## src/rtl/gmii_rx_framer_pkg.sv

```systemverilog
// Shared definitions for the GMII receive framer: FIFO word layout,
// preamble/SFD bytes, CRC-32 constants and the framer state encoding.
// Optional feature macro: GMII_RX_CRC_EN (FCS checking).
package gmii_rx_framer_pkg;

  // FIFO word layout
  localparam int FIFO_W      = 18;
  localparam int ST_BIT      = 17;  // word is a status word
  localparam int FIRST_BIT   = 16;  // first data word of a frame
  localparam int CRC_ERR_BIT = 15;
  localparam int TRUNC_BIT   = 14;
  localparam int LONG_BIT    = 13;
  localparam int RUNT_BIT    = 12;
  localparam int LEN_MSB     = 10;
  localparam int LEN_W       = LEN_MSB + 1;

  localparam logic [LEN_W-1:0] LEN_SAT = '1;

  localparam logic [7:0] PREAMBLE_BYTE = 8'h55;
  localparam logic [7:0] SFD_BYTE      = 8'hD5;

  // Reflected form of polynomial 0x04C11DB7
  localparam logic [31:0] CRC_POLY_REFL = 32'hEDB88320;
  localparam logic [31:0] CRC_INIT      = 32'hFFFFFFFF;
  localparam logic [31:0] CRC_RESIDUE   = 32'hDEBB20E3;

  typedef enum logic [2:0] {
    ST_IDLE,
    ST_PREAMBLE,
    ST_DATA,
    ST_FLUSH,
    ST_STATUS,
    ST_DROP
  } state_e;

  // Low 16 bits of a status word; bit 11 stays zero.
  function automatic logic [15:0] status_bits(input logic             crc_err,
                                              input logic             trunc,
                                              input logic             too_long,
                                              input logic             runt,
                                              input logic [LEN_W-1:0] len);
    logic [15:0] s;
    s              = '0;
    s[CRC_ERR_BIT] = crc_err;
    s[TRUNC_BIT]   = trunc;
    s[LONG_BIT]    = too_long;
    s[RUNT_BIT]    = runt;
    s[LEN_MSB:0]   = len;
    return s;
  endfunction

endpackage

```

## src/rtl/gmii_rx_framer_crc32.sv

```systemverilog
// crc32_byte: one-byte step of the reflected Ethernet CRC-32.
// Only instantiated when GMII_RX_CRC_EN is defined.
module crc32_byte
  import gmii_rx_framer_pkg::*;
(
  input  logic [31:0] crc_in,
  input  logic [7:0]  data,
  output logic [31:0] crc_out
);

  // Eight LSB-first shift/xor steps of the reflected polynomial
  always_comb begin
    crc_out = crc_in ^ {24'h0, data};
    for (int i = 0; i < 8; i++)
      crc_out = crc_out[0] ? ((crc_out >> 1) ^ CRC_POLY_REFL) : (crc_out >> 1);
  end

endmodule

```

## src/rtl/gmii_rx_framer.sv

```systemverilog
// gmii_rx_framer: strips preamble/SFD from GMII receive data, packs bytes
// into 16-bit network-order words and appends one status word per frame.
// The PHY cannot be stalled: FIFO full truncates a frame's data, or drops a
// whole frame when the previous frame's status is still waiting.
// Optional feature macro: GMII_RX_CRC_EN (FCS check; crc_err is 0 without it).
module gmii_rx_framer
  import gmii_rx_framer_pkg::*;
#(
  parameter int MAX_LEN = 1522,
  parameter int MIN_LEN = 64
) (
  input  logic        gmii_rx_clk,
  input  logic        sys_rst,
  input  logic [7:0]  gmii_rxd,
  input  logic        gmii_rx_dv,
  input  logic        rx_fifo_full,
  output logic        rx_fifo_we,
  output logic [17:0] rx_fifo_din,
  output logic [15:0] rx_frame_cnt,
  output logic [15:0] rx_drop_cnt
);

  localparam logic [LEN_W-1:0] MAX_LEN_L = LEN_W'(MAX_LEN);
  localparam logic [LEN_W-1:0] MIN_LEN_L = LEN_W'(MIN_LEN);

  logic [7:0]       rxd_q;
  logic             dv_q;
  state_e           state_q, state_d;
  logic [7:0]       hi_q, hi_d;
  logic             odd_q, odd_d;
  logic             first_q, first_d;
  logic             trunc_q, trunc_d;
  logic [LEN_W-1:0] len_q, len_d;
  logic             dslot_vld_q, dslot_vld_d;   // data word presented to FIFO
  logic             dfirst_q, dfirst_d;
  logic [15:0]      dword_q, dword_d;
  logic             spend_q, spend_d;           // status word presented/held
  logic [15:0]      sword_q, sword_d;
  logic [15:0]      frame_cnt_q, frame_cnt_d;
  logic [15:0]      drop_cnt_q, drop_cnt_d;

  logic             dwr, swr, trunc_now, pair_ok, crc_err;
  logic [LEN_W-1:0] len_inc;
  logic [15:0]      sword_nxt;

`ifdef GMII_RX_CRC_EN
  logic [31:0] crc_q, crc_d, crc_nxt;

  crc32_byte u_crc (
    .crc_in  (crc_q),
    .data    (rxd_q),
    .crc_out (crc_nxt)
  );

  assign crc_err = (crc_q != CRC_RESIDUE);
`else
  assign crc_err = 1'b0;
`endif

  // Register the PHY pins once; everything downstream uses this copy
  always_ff @(posedge gmii_rx_clk or posedge sys_rst) begin
    if (sys_rst) begin
      rxd_q <= '0;
      dv_q  <= 1'b0;
    end else begin
      rxd_q <= gmii_rxd;
      dv_q  <= gmii_rx_dv;
    end
  end

  // FIFO port: a data word wins over a status word; full gates the strobe,
  // and a data word seen with full is lost (which truncates the frame)
  always_comb begin
    dwr         = dslot_vld_q & ~rx_fifo_full;
    swr         = ~dslot_vld_q & spend_q & ~rx_fifo_full;
    rx_fifo_we  = dwr | swr;
    rx_fifo_din = '0;
    if (dslot_vld_q) begin
      rx_fifo_din[FIRST_BIT] = dfirst_q;
      rx_fifo_din[15:0]      = dword_q;
    end else if (spend_q) begin
      rx_fifo_din[ST_BIT]    = 1'b1;
      rx_fifo_din[15:0]      = sword_q;
    end
  end

  // Next-state logic for framing, length, CRC, status and counters
  always_comb begin
    trunc_now = trunc_q | (dslot_vld_q & rx_fifo_full);
    len_inc   = (len_q == LEN_SAT) ? len_q : len_q + 1'b1;
    // len_q is the 1-based index of the pair's first (or the flushed) byte
    pair_ok   = (len_q <= MAX_LEN_L) & ~trunc_now;
    sword_nxt = status_bits(crc_err, trunc_now, len_q > MAX_LEN_L,
                            len_q < MIN_LEN_L, len_q);

    state_d     = state_q;
    hi_d        = hi_q;
    odd_d       = odd_q;
    first_d     = first_q;
    trunc_d     = trunc_now;
    len_d       = len_q;
    dslot_vld_d = 1'b0;
    dfirst_d    = dfirst_q;
    dword_d     = dword_q;
    spend_d     = spend_q & ~swr;
    sword_d     = sword_q;
    frame_cnt_d = (swr && frame_cnt_q != 16'hFFFF) ? frame_cnt_q + 16'd1 : frame_cnt_q;
    drop_cnt_d  = drop_cnt_q;
`ifdef GMII_RX_CRC_EN
    crc_d       = crc_q;
`endif

    case (state_q)
      ST_IDLE: begin
        if (dv_q) state_d = (rxd_q == PREAMBLE_BYTE) ? ST_PREAMBLE : ST_DROP;
      end
      ST_PREAMBLE: begin
        if (!dv_q) begin
          state_d = ST_IDLE;
        end else if (rxd_q == SFD_BYTE) begin
          state_d = ST_DATA;
          len_d   = '0;
          odd_d   = 1'b0;
          first_d = 1'b1;
          trunc_d = 1'b0;
`ifdef GMII_RX_CRC_EN
          crc_d   = CRC_INIT;
`endif
        end else if (rxd_q != PREAMBLE_BYTE) begin
          state_d = ST_DROP;
        end
      end
      ST_DATA: begin
        if (dv_q) begin
          len_d = len_inc;
`ifdef GMII_RX_CRC_EN
          crc_d = crc_nxt;
`endif
          if (!odd_q) begin
            hi_d  = rxd_q;
            odd_d = 1'b1;
          end else begin
            odd_d = 1'b0;
            if (pair_ok) begin
              dslot_vld_d = 1'b1;
              dfirst_d    = first_q;
              dword_d     = {hi_q, rxd_q};
              first_d     = 1'b0;
            end
          end
        end else if (odd_q) begin
          // Odd frame: emit the dangling byte now; status goes next cycle
          odd_d   = 1'b0;
          state_d = ST_FLUSH;
          if (pair_ok) begin
            dslot_vld_d = 1'b1;
            dfirst_d    = first_q;
            dword_d     = {hi_q, 8'h00};
            first_d     = 1'b0;
          end
        end else begin
          spend_d = 1'b1;
          sword_d = sword_nxt;
          state_d = ST_STATUS;
        end
      end
      ST_FLUSH: begin
        spend_d = 1'b1;
        sword_d = sword_nxt;
        state_d = ST_STATUS;
      end
      ST_STATUS: begin
        if (swr) begin
          state_d = ST_IDLE;
        end else if (dv_q) begin
          // New frame while status is still held: discard it whole
          state_d = ST_DROP;
          if (drop_cnt_q != 16'hFFFF) drop_cnt_d = drop_cnt_q + 16'd1;
        end
      end
      ST_DROP: begin
        if (!dv_q) state_d = (spend_q && !swr) ? ST_STATUS : ST_IDLE;
      end
      default: state_d = ST_IDLE;
    endcase
  end

  // Framer state registers
  always_ff @(posedge gmii_rx_clk or posedge sys_rst) begin
    if (sys_rst) begin
      state_q     <= ST_IDLE;
      hi_q        <= '0;
      odd_q       <= 1'b0;
      first_q     <= 1'b0;
      trunc_q     <= 1'b0;
      len_q       <= '0;
      dslot_vld_q <= 1'b0;
      dfirst_q    <= 1'b0;
      dword_q     <= '0;
      spend_q     <= 1'b0;
      sword_q     <= '0;
      frame_cnt_q <= '0;
      drop_cnt_q  <= '0;
    end else begin
      state_q     <= state_d;
      hi_q        <= hi_d;
      odd_q       <= odd_d;
      first_q     <= first_d;
      trunc_q     <= trunc_d;
      len_q       <= len_d;
      dslot_vld_q <= dslot_vld_d;
      dfirst_q    <= dfirst_d;
      dword_q     <= dword_d;
      spend_q     <= spend_d;
      sword_q     <= sword_d;
      frame_cnt_q <= frame_cnt_d;
      drop_cnt_q  <= drop_cnt_d;
    end
  end

`ifdef GMII_RX_CRC_EN
  // Running FCS register
  always_ff @(posedge gmii_rx_clk or posedge sys_rst) begin
    if (sys_rst) crc_q <= CRC_INIT;
    else         crc_q <= crc_d;
  end
`endif

  assign rx_frame_cnt = frame_cnt_q;
  assign rx_drop_cnt  = drop_cnt_q;

endmodule

```

## config.mk

```make
export PLATFORM = sky130hd
export DESIGN_NAME = gmii_rx_framer
export DESIGN_NICKNAME = d
export VERILOG_FILES = /design/src/rtl/gmii_rx_framer_pkg.sv /design/src/rtl/gmii_rx_framer_crc32.sv /design/src/rtl/gmii_rx_framer.sv
export SDC_FILE = /design/constraint.sdc
export NUM_CORES = 1
export LEC_CHECK = 0
export CORE_UTILIZATION = 55
export CTS_BUF_LIST = sky130_fd_sc_hd__clkbuf_16
export DETAILED_ROUTE_END_ITERATION = 8
export GPL_ROUTABILITY_DRIVEN = 0
export PLACE_DENSITY_LB_ADDON = 0.2
export SETUP_SLACK_MARGIN = 0.3
export SYNTH_ARGS = -nofsm -noshare
export SYNTH_HDL_FRONTEND = slang
export SYNTH_SLANG_ARGS = --single-unit
```

## constraint.sdc

```tcl
create_clock -name gmii_rx_clk -period 4.5 [get_ports gmii_rx_clk]
set_clock_uncertainty 0.1 [all_clocks]
set_input_delay 0.9 -clock gmii_rx_clk [delete_from_list [all_inputs] [get_ports gmii_rx_clk]]
set_output_delay 0.9 -clock gmii_rx_clk [all_outputs]
set_load 0.02 [all_outputs]
```

==> flow_summary.json, run 1 <==
{
  "critPathRequiredTime_ps": 3500,
  "cts_made_buffers": 9,
  "grt_use_total_pct": 24.57,
  "dpl.hpwl_um": 6573,
  "ys_warn_count": 0,
  "antenna_found_initial": 0,
  "utilization_pct": 71.00,
  "p_per_area_mw_per_mm2": 391.0,
  "syn_area_mm2": 0.004547,
  "grt_max_degree": 65,
  "ant_nets": 0,
  "timing.final.crit_share_pct": 73.86,
  "post_cts.repair.setup_buffers": 0,
  "final-setup-viol-count": 0,
  "path_cells": "nor2b_1 -> buf_4 -> a22o_1 -> clkdlybuf4s50_1",
  "max_clock_freq_mhz": 300.9,
  "path_class": "register to output port",
  "syn_inst": 400,
  "p_int_w": 0.001557,
  "hp-start": "sword_q[14]$_DFFE_PP0P_",
  "grt_pass1_wl_um": 16280,
  "num_rows": 32,
  "hold_violations": 0,
  "clk_path_buf_depth": 2,
  "dieWidth_um": 92.93,
  "synth-seq-cells": 99,
  "comb_power_share_pct": 16.5,
  "irDropWorstVdd_mv": 0.3286,
  "hold_buffers": 0,
  "drt_pre_antenna_iters": 4,
  "whs_ps": 387.8,
  "htreeDepth": 3,
  "numPortBuffers": 62,
  "cts_sinks": 99,
  "synth.area.top_cells": "dfrtp_1 (54%), mux2_2 (6.9%), nand2_1 (3.1%), a22o_1 (2.9%), xnor2_1 (2.9%)",
  "synth_cell_type_count": 56,
  "cts_resized": 0,
  "root_buffer": "clkbuf_16",
  "die-height_um": 92.93,
  "nets": 481,
  "cp-start-kind": "register",
  "async_flop_share_pct": 100.0,
  "cp-end-kind": "output port",
  "vias": 3354,
  "worstSetupStartpoint": "dslot_vld_q$_DFF_PP0_",
  "power_frac_clock_pct": 35.4,
  "crit_path_top_delay_cell": "dfrtp_1",
  "dieArea_mm2": 0.008635,
  "seqPwrFrac_pct": 48.0,
  "p_leak_nw": 2.582,
  "cap_violations": 0,
  "ios": 63,
  "slew_headroom_pct": 36.73,
  "areaGrowthSynthToFinish_pct": 22.54,
  "maxSlewViolCount": 0,
  "start_util_pct": 57.94,
  "synth_top_cell_by_area": "dfrtp_1",
  "wl_um": 9578,
  "status": "complete, no violations",
  "swShare_pct": 28.54,
  "reg2reg_from": "state_q[1]$_DFFE_PP0P_",
  "initialDrtViolationCount": 144,
  "synth_ff_type": "dfrtp_1",
  "avgSynthCellArea_um2": 11.37,
  "synth_edf_count": 0,
  "crit_fanout": 22,
  "fin_area_mm2": 0.005572,
  "routedWlPerCell_um": 16.74,
  "critPathArrivalTime_ps": 2320,
  "synth_nets": 416,
  "clock_latency_ps": 340,
  "cts_tree": "built",
  "core_area_mm2": 0.007848,
  "viasPerCell": 5.864,
  "clk_pin_slew_ps": 70,
  "synth-seq-area-share_pct": 54.49,
  "drive_gt1_share_pct": 13.62,
  "power.switching_w": 0.0006219,
  "grt_pass1_vias": 3239,
  "rsz0062_at_grt": "false",
  "fin_setup_tns_ps": 0,
  "overflow": 0,
  "tightest_slew_ps": 949.0,
  "n_antenna_cell": 0,
  "dpl_cell_area_mm2": 0.005273,
  "min_period_ps": 3324,
  "yosysTopAreaCellShare_pct": 54.49,
  "drc": 0,
  "hold_path_class": "register to register",
  "slowest_delay_ps": 880
}
==> stage by stage <==
stage / total power [W] / worst slack, ps / cells
floorplan: 0.001270 / 909.6 / 400
global placement: 0.001412 / 1386 / 556
detailed placement: 0.001425 / 1373 / 556
CTS: 0.002193 / 1160 / 572
global route: 0.002274 / 1062 / 572
finish: 0.002179 / 1176 / 572
==> logic make-up (layout without fill, tap and decap cells) <==
group                      count (synthesis)  after routing  share of synthesized area (%)
and+or+nand+nor                          145            145                          18.44
buffers and inverters                     26             96                          2.366
adders and majority gates                  4              4                          1.101
xor gates and xnor gates                  26             26                          5.008
DFF                                       99             99                          54.49
muxes                                     37             37                          8.916
AOI/OAI and AO/OA                         63             63                          9.686
==> worst max-delay path, delay by kind of cell (launching register included) <==
| family | cells | cell delay [ps] |
|---|---|---|
| DFF | 1 | 880 |
| buffers and inverters | 2 | 770 |
| and+or+nand+nor | 1 | 100 |
| AOI/OAI and AO/OA | 1 | 220 |
==> flip-flops by register name, indices dropped and copies added, names as in the netlist <==
register,count
dfirst_q,1
odd_q,1
dslot_vld_q,1
trunc_q,1
state_q,3
dword_q,16
first_q,1
rxd_q,8
rx_drop_cnt,16
len_q,11
rx_frame_cnt,16
hi_q,8
sword_q,14
dv_q,1
spend_q,1
==> synth_stat cells (6+ instances only) <==
cell type  instances
dfrtp_1           99
nand4_1            8
nor2_1            23
nor3_1             6
xor2_1            11
xnor2_1           15
o21ai_0           11
inv_1             15
nand3_1           18
nand2_1           38
and3_1             9
mux2i_1            9
a21oi_1           14
a22o_1            15
mux2_2            28
==> final timing paths <==
check / endpoint / slack (ps) / cells past startpoint
worst max register to register: dword_q[10]$_DFFE_PP0P_ / 1960 / 4
worst min register to register: sword_q[14]$_DFFE_PP0P_ / 390 / 2
worst min-delay path: sword_q[14]$_DFFE_PP0P_ / 390 / 2
max in group asynchronous: rx_drop_cnt[2]$_DFFE_PP0P_ / 2550 / 3
min in group asynchronous: dword_q[3]$_DFFE_PP0P_ / 950 / 2
worst max-delay path: rx_fifo_din[7] / 1180 / 4
==> routing by layer <==
| metal | vias up | share of wire [%] | GRT usage, % |
|---|---|---|---|
| met4 | 0 | 1.2 | 5.897 |
| met5 | - | 0 | 0 |
| met3 | 10 | 3.9 | 5.501 |
| met1 | 1673 | 46 | 34.03 |
| met2 | 86 | 49 | 39.52 |
| li1 | 1585 | - | - |
==> power groups by stage <==
stage | combinational (W) | sequential [W] | clock (W)
floorplan | 0.000197 | 0.00107 | 0
global placement | 0.000353 | 0.00106 | 0
detailed placement | 0.000363 | 0.00106 | 0
CTS | 0.000365 | 0.00105 | 0.000782
global route | 0.000395 | 0.00106 | 0.000819
finish | 0.000360 | 0.00105 | 0.000772
==> layout make-up <==
cell class	count	area, um^2
Multi-Input combinational cell	275	1966
Sequential cell	99	2477
Inverter	15	58.81
Clock buffer	9	225.2
Clock inverter	7	73.82
Fill cell	605	2276
Tap cell	102	127.6
Timing Repair Buffer	65	643.1
==> cell usage in the layout, fill, tap and decap left out, drive strengths merged, types with 5 or more instances in the layout <==
cell / count
a21oi: 14
a22o: 15
a31oi: 5
and2: 5
and3: 10
and4: 5
clkbuf: 9
clkdlybuf4s50: 62
dfrtp: 99
inv: 18
mux2: 28
mux2i: 9
nand2: 38
nand3: 20
nand4: 8
nor2: 24
nor3: 7
o21ai: 13
xnor2: 15
xor2: 11
Note: power is estimated with default switching activity, not from simulation.
==> run 2, diff against run 1 <==
--- a/config.mk
+++ b/config.mk
@@ -5,7 +5,7 @@
 export SDC_FILE = /design/constraint.sdc
 export NUM_CORES = 1
 export LEC_CHECK = 0
-export CORE_UTILIZATION = 55
+export CORE_UTILIZATION = 49
 export CTS_BUF_LIST = sky130_fd_sc_hd__clkbuf_16
 export DETAILED_ROUTE_END_ITERATION = 8
 export GPL_ROUTABILITY_DRIVEN = 0
==> constraint.sdc (replaced) <==
create_clock -name gmii_rx_clk -period 3.05 [get_ports gmii_rx_clk]
set_clock_uncertainty 0.1 [all_clocks]
set_input_delay 0.61 -clock gmii_rx_clk [delete_from_list [all_inputs] [get_ports gmii_rx_clk]]
set_output_delay 0.61 -clock gmii_rx_clk [all_outputs]
set_load 0.02 [all_outputs]
==> flow_summary.json, run 2 (synthesis gave the netlist of run 1 again) <==
{
  "hold_violations": 0,
  "cts_resized": 0,
  "cts_tree": "built",
  "p_per_area_mw_per_mm2": 586.8,
  "path_buf_inv": 2,
  "fin_area_mm2": 0.005663,
  "cp-start-kind": "register",
  "crit_fanout": 15,
  "drc": 0,
  "critPathRequiredTime_ps": 2340,
  "areaGrowthSynthToFinish_pct": 24.55,
  "slowest_delay_ps": 610,
  "min_period_ps": 2666,
  "cts_made_buffers": 9,
  "vias": 3324,
  "layout_common_cells": "dfrtp_1 (99), clkdlybuf4s50_1 (62), nand2_1 (38)",
  "htreeDepth": 3,
  "routedWlPerCell_um": 16.43,
  "path_cells": "nor2b_1 -> buf_4 -> a22o_1 -> clkdlybuf4s50_1",
  "max_clock_freq_mhz": 375.2,
  "critPathArrivalTime_ps": 1960,
  "viasPerCell": 5.711,
  "dieArea_mm2": 0.009669,
  "fin_setup_tns_ps": 0,
  "n_antenna_cell": 0,
  "dpl_cell_area_mm2": 0.005333,
  "setup_ws_ps": 384.5,
  "ios": 63,
  "start_util_pct": 51.39,
  "slew_headroom_pct": 54.54,
  "wl_um": 9565,
  "drt_pre_antenna_iters": 7,
  "overflow": 0,
  "cts_sinks": 99,
  "utilization_pct": 64.00,
  "cp-end-kind": "output port",
  "maxSlewViolCount": 0,
  "drive_gt1_share_pct": 14.14,
  "num_rows": 34,
  "die-height_um": 98.33,
  "layout_commonest_cell": "dfrtp_1",
  "clk_pin_slew_ps": 70,
  "grt_pass1_wl_um": 16610,
  "tightest_slew_ps": 680.4,
  "grt_pass1_vias": 3255,
  "dpl.hpwl_um": 6665,
  "initialDrtViolationCount": 157,
  "antenna_found_initial": 0,
  "path_class": "register to output port",
  "post_cts.repair.setup_buffers": 0,
  "grt_max_degree": 47,
  "status": "complete, no violations",
  "hold_buffers": 0,
  "core_area_mm2": 0.008848,
  "irDropWorstVdd_mv": 0.3488,
  "fillers": 702,
  "root_buffer": "clkbuf_16",
  "hold_path_class": "register to register",
  "ant_nets": 0,
  "crit_family": "buffers and inverters",
  "dieWidth_um": 98.33,
  "final-setup-viol-count": 0,
  "dp_slack_ps": 378.9,
  "grt_use_total_pct": 21.82,
  "numPortBuffers": 62,
  "rsz0062_at_grt": "false",
  "cap_violations": 0,
  "clock_latency_ps": 340,
  "timing.final.crit_share_pct": 87.39,
  "nets": 485,
  "crit_path_top_delay_cell": "clkdlybuf4s50_1",
  "p_leak_nw": 2.618,
  "clk_path_buf_depth": 2
}
run 2: changes by cell type in the layout (fill, tap and decap cells not counted), sizes merged:
cell / previous run / this run
buf: 3 / 7
bufinv: 1 / 2
clkinv: 2 / 1
clkinvlp: 1 / 2
inv: 18 / 17
run 2: final cells by class:
type / count / area, um^2 / area share, %
sequential: 99 / 2477 / 43.75
clock buffer: 9 / 225.2 / 3.977
inverter: 15 / 60.06 / 1.061
tap: 108 / 135.1 / 2.386
clock inverter: 7 / 105.1 / 1.856
multi-input combinational: 275 / 1962 / 34.64
timing repair buffer: 69 / 698.2 / 12.33
run 2: metal layers:
metal / track usage (%) / part of all wire [%] / up-vias
met1: 31.00 / 49 / 1661
met2: 34.62 / 47 / 64
met4: 4.478 / 0.82 / 0
li1: - / - / 1591
met3: 4.868 / 3.3 / 8
met5: 0 / 0 / -
run 2: through the flow:
step	hold slack, ps	total power, W	cells
CTS	392.4	0.003364	582
global route	421.8	0.003487	582
global placement	360.8	0.002092	566
floorplan	345.6	0.001874	400
detailed placement	375.7	0.002105	566
finish	387.8	0.003323	582
run 2: final timing paths:
check / startpoint / cells after the start / slack [ps] / to
min reg2reg: first_q$_DFFE_PP0P_ / 1 / 390 / first_q$_DFFE_PP0P_
min in group asynchronous: sys_rst / 2 / 610 / len_q[0]$_DFFE_PP0P_
max: spend_q$_DFF_PP0_ / 4 / 380 / rx_fifo_din[0]
min: first_q$_DFFE_PP0P_ / 1 / 390 / first_q$_DFFE_PP0P_
max reg2reg: len_q[0]$_DFFE_PP0P_ / 8 / 720 / dword_q[2]$_DFFE_PP0P_
max in group asynchronous: sys_rst / 3 / 1590 / rx_frame_cnt[10]$_DFFE_PP0P_
run 2: power breakdown:
| group | leakage [nW] | switching [W] | internal (W) |
|---|---|---|---|
| clock network | 0.159 | 0.000515 | 0.000732 |
| registers | 1.29 | 0.000147 | 0.00140 |
| logic | 1.17 | 0.000271 | 0.000262 |
run 2: worst register-to-register path, cell delays in order (launching register included):
cell and delay, ps:
dfrtp_1 430, inv_1 100, ha_1 160, nor2b_1 50, o311a_1 290, o21ai_1 290
nand3_2 340, buf_4 310, mux2i_1 180
==> patch 1, RTL diff (flow settings as in run 1) <==
Put one more register stage on the output `rx_frame_cnt`, without a reset. The value now appears one clock later. The other outputs are not delayed to match.
--- a/src/rtl/gmii_rx_framer.sv
+++ b/src/rtl/gmii_rx_framer.sv
@@ -228,3 +228,5 @@
 
-  assign rx_frame_cnt = frame_cnt_q;
+  always_ff @(posedge gmii_rx_clk) begin
+    rx_frame_cnt <= frame_cnt_q;
+  end
   assign rx_drop_cnt  = drop_cnt_q;
Formal check against the unedited RTL: not equivalent (Yosys sat finds a counterexample within 10 cycles, from zero or initial values and one cycle with sys_rst high).
==> patch 1 against run 1 <==
  * Global-route usage fell by 0.65 points
  * Sequential cell count rose by 16
  * Maximum frequency fell by 0.99%
  * Worst setup slack got worse by 33 ps
  * Area after synthesis rose by 9.5%
  * Total power rose by 22%
  * Routed wire length rose by 10%
  * Largest cell class unchanged
  * Final area rose by 12%
  * Largest power group is now the clock network
  * Die area rose by 9.3%
  * Combinational power fell by 28%
  * Count of clock-buffer cells in the layout rose by 8
  * Critical path type unchanged
==> patch 1: results (changes against run 1) <==
metric	value	unit	change
antenna_found_initial	0		unchanged
outcome	complete, no violations		
tightestPinTransition	1130	ps	+181 ps
dp.final_hpwl	6.93	mm	+5.5%
p_sw	650	µW	+4.6%
diodes	0		unchanged
synth_edf_count	0		unchanged
root_buffer	clkbuf_16		
dr_total_vias	3679		+9.7%
crit_fanout	36		+64%
min_path_type	reg -> reg		
synth_async_sr_flop_share	86.1	%	-14 points
grt_pass1_wl	17.9	mm	+10%
clock_latency	410	ps	+70 ps
synth_fp_nets	469		+13%
place_ws	1220	ps	-155 ps
min-delay-start	frame_cnt_q[14]		
dp_cells	606		+9.0%
clk_pin_slew	50	ps	-20 ps
drt_pre_antenna_iters	4		unchanged
r2r-start	dslot_vld_q		
grt_max_degree	78		+20%
post_cts_buffers	0		unchanged
cts_buffers	17		+8
cts_htree_levels	4		+1
cts.path.max_buffers	2		unchanged
synth_common_cells	dfrtp_1, nand2_1, mux2_2		
totalWireLength	10.6	mm	+10%
synth-seq-area-share	56.2	%	+1.7 points
yosys-top-cells-area	dfrtp_1, mux2_2, dfxtp_1, xor2_1, nand2_1		
ctsResizeCount	0		unchanged
arrival	2360	ps	+40 ps
grtUsageTotal	23.9	%	-0.65 points
p_leak	2.72	nW	+5.3%
yosysWarnings	0		unchanged
nets	533		+11%
maxSlewViolCount	0		unchanged
portBuffers	62		unchanged
netlist_instances	453		+13%
synthFlopType	dfrtp_1		
crit_type	reg -> out		
synth_cell_types	55		-1.8%
first_iter_violations	167		+16%
drive_above_1_share	14.0	%	+0.35 points
irDropWorstVdd	0.210	mV	-36%
stdcell_count	638		+12%
-- patch 1: cell type report --
class,instances,area [µm²]
flip-flops and latches,115,2800
fillers,620,2540
multi-input cells,302,2030
repair buffers,66,651
clock buffers,17,425
well taps,108,135
clock inverters,15,124
inverters,15,58.8
-- patch 1: critical path: stages, from the launching register on --
cell,delay (ps)
dfrtp_1,970
nand2_1,200
o21ai_0,130
clkdlybuf4s50_1,640
-- patch 1: worst paths after layout --
check / to / slack [ps] / cells after the start
setup / recovery: rx_fifo_din[7] / 1140 / 3
hold / removal: rx_frame_cnt[14] / 300 / 0
setup reg to reg: dword_q[2] / 1720 / 5
hold reg to reg: rx_frame_cnt[14] / 300 / 0
max in group asynchronous: frame_cnt_q[13] / 2590 / 3
min in group asynchronous: frame_cnt_q[1] / 970 / 2
-- patch 1: metrics by stage --
step	area (µm²)	utilization, %	hold slack (ps)
after floorplan	4980	-	268
after global placement	5670	64.7	295
after detailed placement	5670	64.7	291
after CTS	6220	71.0	303
after global routing	6220	71.0	318
final	6220	71.0	305
-- patch 1: cell families (layout without fill, tap and decap cells) --
| group | count (synthesis) | after routing | share of synthesized area [%] |
|---|---|---|---|
| AO/OA/AOI/OAI | 64 | 64 | 7.76 |
| XOR/XNOR | 27 | 27 | 4.75 |
| adder cells (fa/ha/maj) | 4 | 4 | 1.00 |
| buffers and inverters | 36 | 113 | 3.11 |
| flip-flops | 115 | 115 | 56.2 |
| multiplexers | 37 | 37 | 8.16 |
| AND/OR/NAND/NOR | 170 | 170 | 19.0 |
-- patch 1: power groups by stage --
stage          clock network [mW]  logic [mW]  registers, mW
4_1_cts                      1.25       0.261           1.15
6_report                     1.24       0.259           1.15
3_3_place_gp                    0       0.251           1.16
5_1_grt                      1.30       0.284           1.16
3_5_place_dp                    0       0.260           1.17
2_1_floorplan                   0       0.154           1.17
-- patch 1: layer usage --
layer | share of wire (%) | global-route usage [%] | up-vias
li1 | - | - | 1746
met1 | 46 | 32.8 | 1821
met2 | 49 | 37.8 | 101
met3 | 3.9 | 6.55 | 11
met4 | 1.1 | 6.31 | 0
met5 | 0 | 0 | -
==> patch 2, RTL diff (settings of run 1) <==
Made on the original files. The option `GMII_RX_CRC_EN` is turned on by a define.
--- a/src/rtl/gmii_rx_framer.sv
+++ b/src/rtl/gmii_rx_framer.sv
@@ -5,2 +5,4 @@
 // Optional feature macro: GMII_RX_CRC_EN (FCS check; crc_err is 0 without it).
+`define GMII_RX_CRC_EN
+
 module gmii_rx_framer
Check against the original RTL: not equivalent (Yosys sat finds a counterexample within 10 cycles, from zero or initial values and one cycle with sys_rst high).
==> patch 2 against run 1 <==
  * Worst hold slack got worse by 4.6 ps
  * Die area up 47%
  * Clock power rose by 92%
  * Maximum frequency shrank 5.6%
  * Sequential cell count rose by 33
  * Worst setup slack lost 200 ps
  * Routed wire length grew 52%
  * First-iteration DRC count increased by 95%
  * Final area up 47%
  * Total power up 66%
  * Non-clock buffer count up 1
  * Via count up 41%
  * Area after synthesis up 49%
  * Critical path type unchanged
==> patch 2: results (changes against run 1) <==
metric	value	unit	change
outcome	complete, no violations		
synth_cell_types	63		+13%
drive_above_1_share	19.1	%	+5.5 points
clk_pin_slew	50	ps	-20 ps
cts_buffers	17		+8
dr_total_vias	4728		+41%
r2r-start	dv_q		
totalWireLength	14.6	mm	+52%
nets	690		+43%
root_buffer	clkbuf_16		
dp_cells	802		+44%
timing.hold.worst_path_depth	1		-1
grtUsageTotal	25.3	%	+0.69 points
synth_fp_nets	627		+51%
synth_common_cells	dfrtp_1, nand2_1, xnor2_1		
p_leak	3.57	nW	+38%
crit_fanout	35		+59%
placed_area	0.00753	mm²	+43%
worstReg2RegEnd	len_q[8]		
vias_per_cell	5.67		-3.3%
slew_headroom	24.6	%	-12 points
cts_htree_levels	4		+1
grt_pass1_wl	24.6	mm	+51%
synth-seq-area-share	49.5	%	-5.0 points
irDropWorstVdd	0.348	mV	+6.0%
fill_cells	920		+52%
arrival	2520	ps	+200 ps
first_iter_violations	281		+95%
grt_max_degree	52		-20%
dp.final_hpwl	9.84	mm	+50%
whs_endpoint	first_q		
avgSynthCellArea	11.1	µm²	-2.7%
clock_latency	420	ps	+80 ps
reg2reg_depth	5		+1
min-delay-start	first_q		
cp_top_family	flip-flops		
-- patch 2: cell count changes after synthesis, moves of 15 or more --
cell | before | now
xnor2_1 | 15 | 55
a21oi_1 | 14 | 36
dfstp_2 | 0 | 32
nor2_1 | 23 | 44
xor2_1 | 11 | 26
nand2_1 | 38 | 65
-- patch 2: stage by stage --
stage / power, mW / setup slack (ps) / hold WS [ps]
2_1_floorplan: 1.95 / 1890 / 346
3_3_place_gp: 2.14 / 1330 / 355
3_5_place_dp: 2.15 / 1310 / 376
4_1_cts: 3.66 / 1000 / 388
5_1_grt: 3.79 / 818 / 411
6_report: 3.63 / 978 / 383
-- patch 2: cell type report --
class | instances | area, µm² | share of cell area [%]
clock buffers | 17 | 425 | 5.21
clock inverters | 15 | 214 | 2.62
inverters | 16 | 63.8 | 0.781
multi-input cells | 441 | 3260 | 39.9
flip-flops and latches | 132 | 3340 | 40.9
well taps | 147 | 184 | 2.25
repair buffers | 66 | 676 | 8.27
-- patch 2: worst register-to-register path, cell delays in order (launching register included) --
cell	delay [ps]
dfrtp_1	760
nand4bb_1	720
nor3_1	620
nand3_1	210
or3_1	340
a21oi_1	160
-- patch 2: routing by layer --
| layer | global-route usage [%] | part of all wire [%] | up-vias |
|---|---|---|---|
| met4 | 9.51 | 1.6 | 0 |
| met2 | 39.2 | 48 | 106 |
| met1 | 34.1 | 47 | 2352 |
| met3 | 6.80 | 3.7 | 18 |
| li1 | - | - | 2252 |
| met5 | 0 | 0 | - |
-- patch 2: kinds of logic after synthesis --
kind of cell	after synthesis	share of synthesized area, %
xor+xnor	101	16.9
fa+ha+maj	4	0.741
buf+inv	38	2.26
simple gates	199	15.2
flops	132	49.5
compound gates	96	8.74
mux	41	6.65
-- patch 2: how the worst max path moves through the flow --
stage | from | endpoint | slack, ps | depth (start not counted)
after floorplan | sys_rst | dfirst_q | 1890 | 1
after global routing | dslot_vld_q | rx_fifo_din[15] | 820 | 3
final | dslot_vld_q | rx_fifo_din[15] | 980 | 3
after global placement | rx_fifo_full | rx_fifo_we | 1330 | 3
after detailed placement | rx_fifo_full | rx_fifo_we | 1310 | 3
after CTS | dslot_vld_q | rx_fifo_din[15] | 1000 | 3
-- patch 2: report_power, final --
| part | internal, mW | switching, mW |
|---|---|---|
| Sequential | 1.28 | 0.139 |
| Clock | 0.976 | 0.505 |
| Combinational | 0.364 | 0.362 |
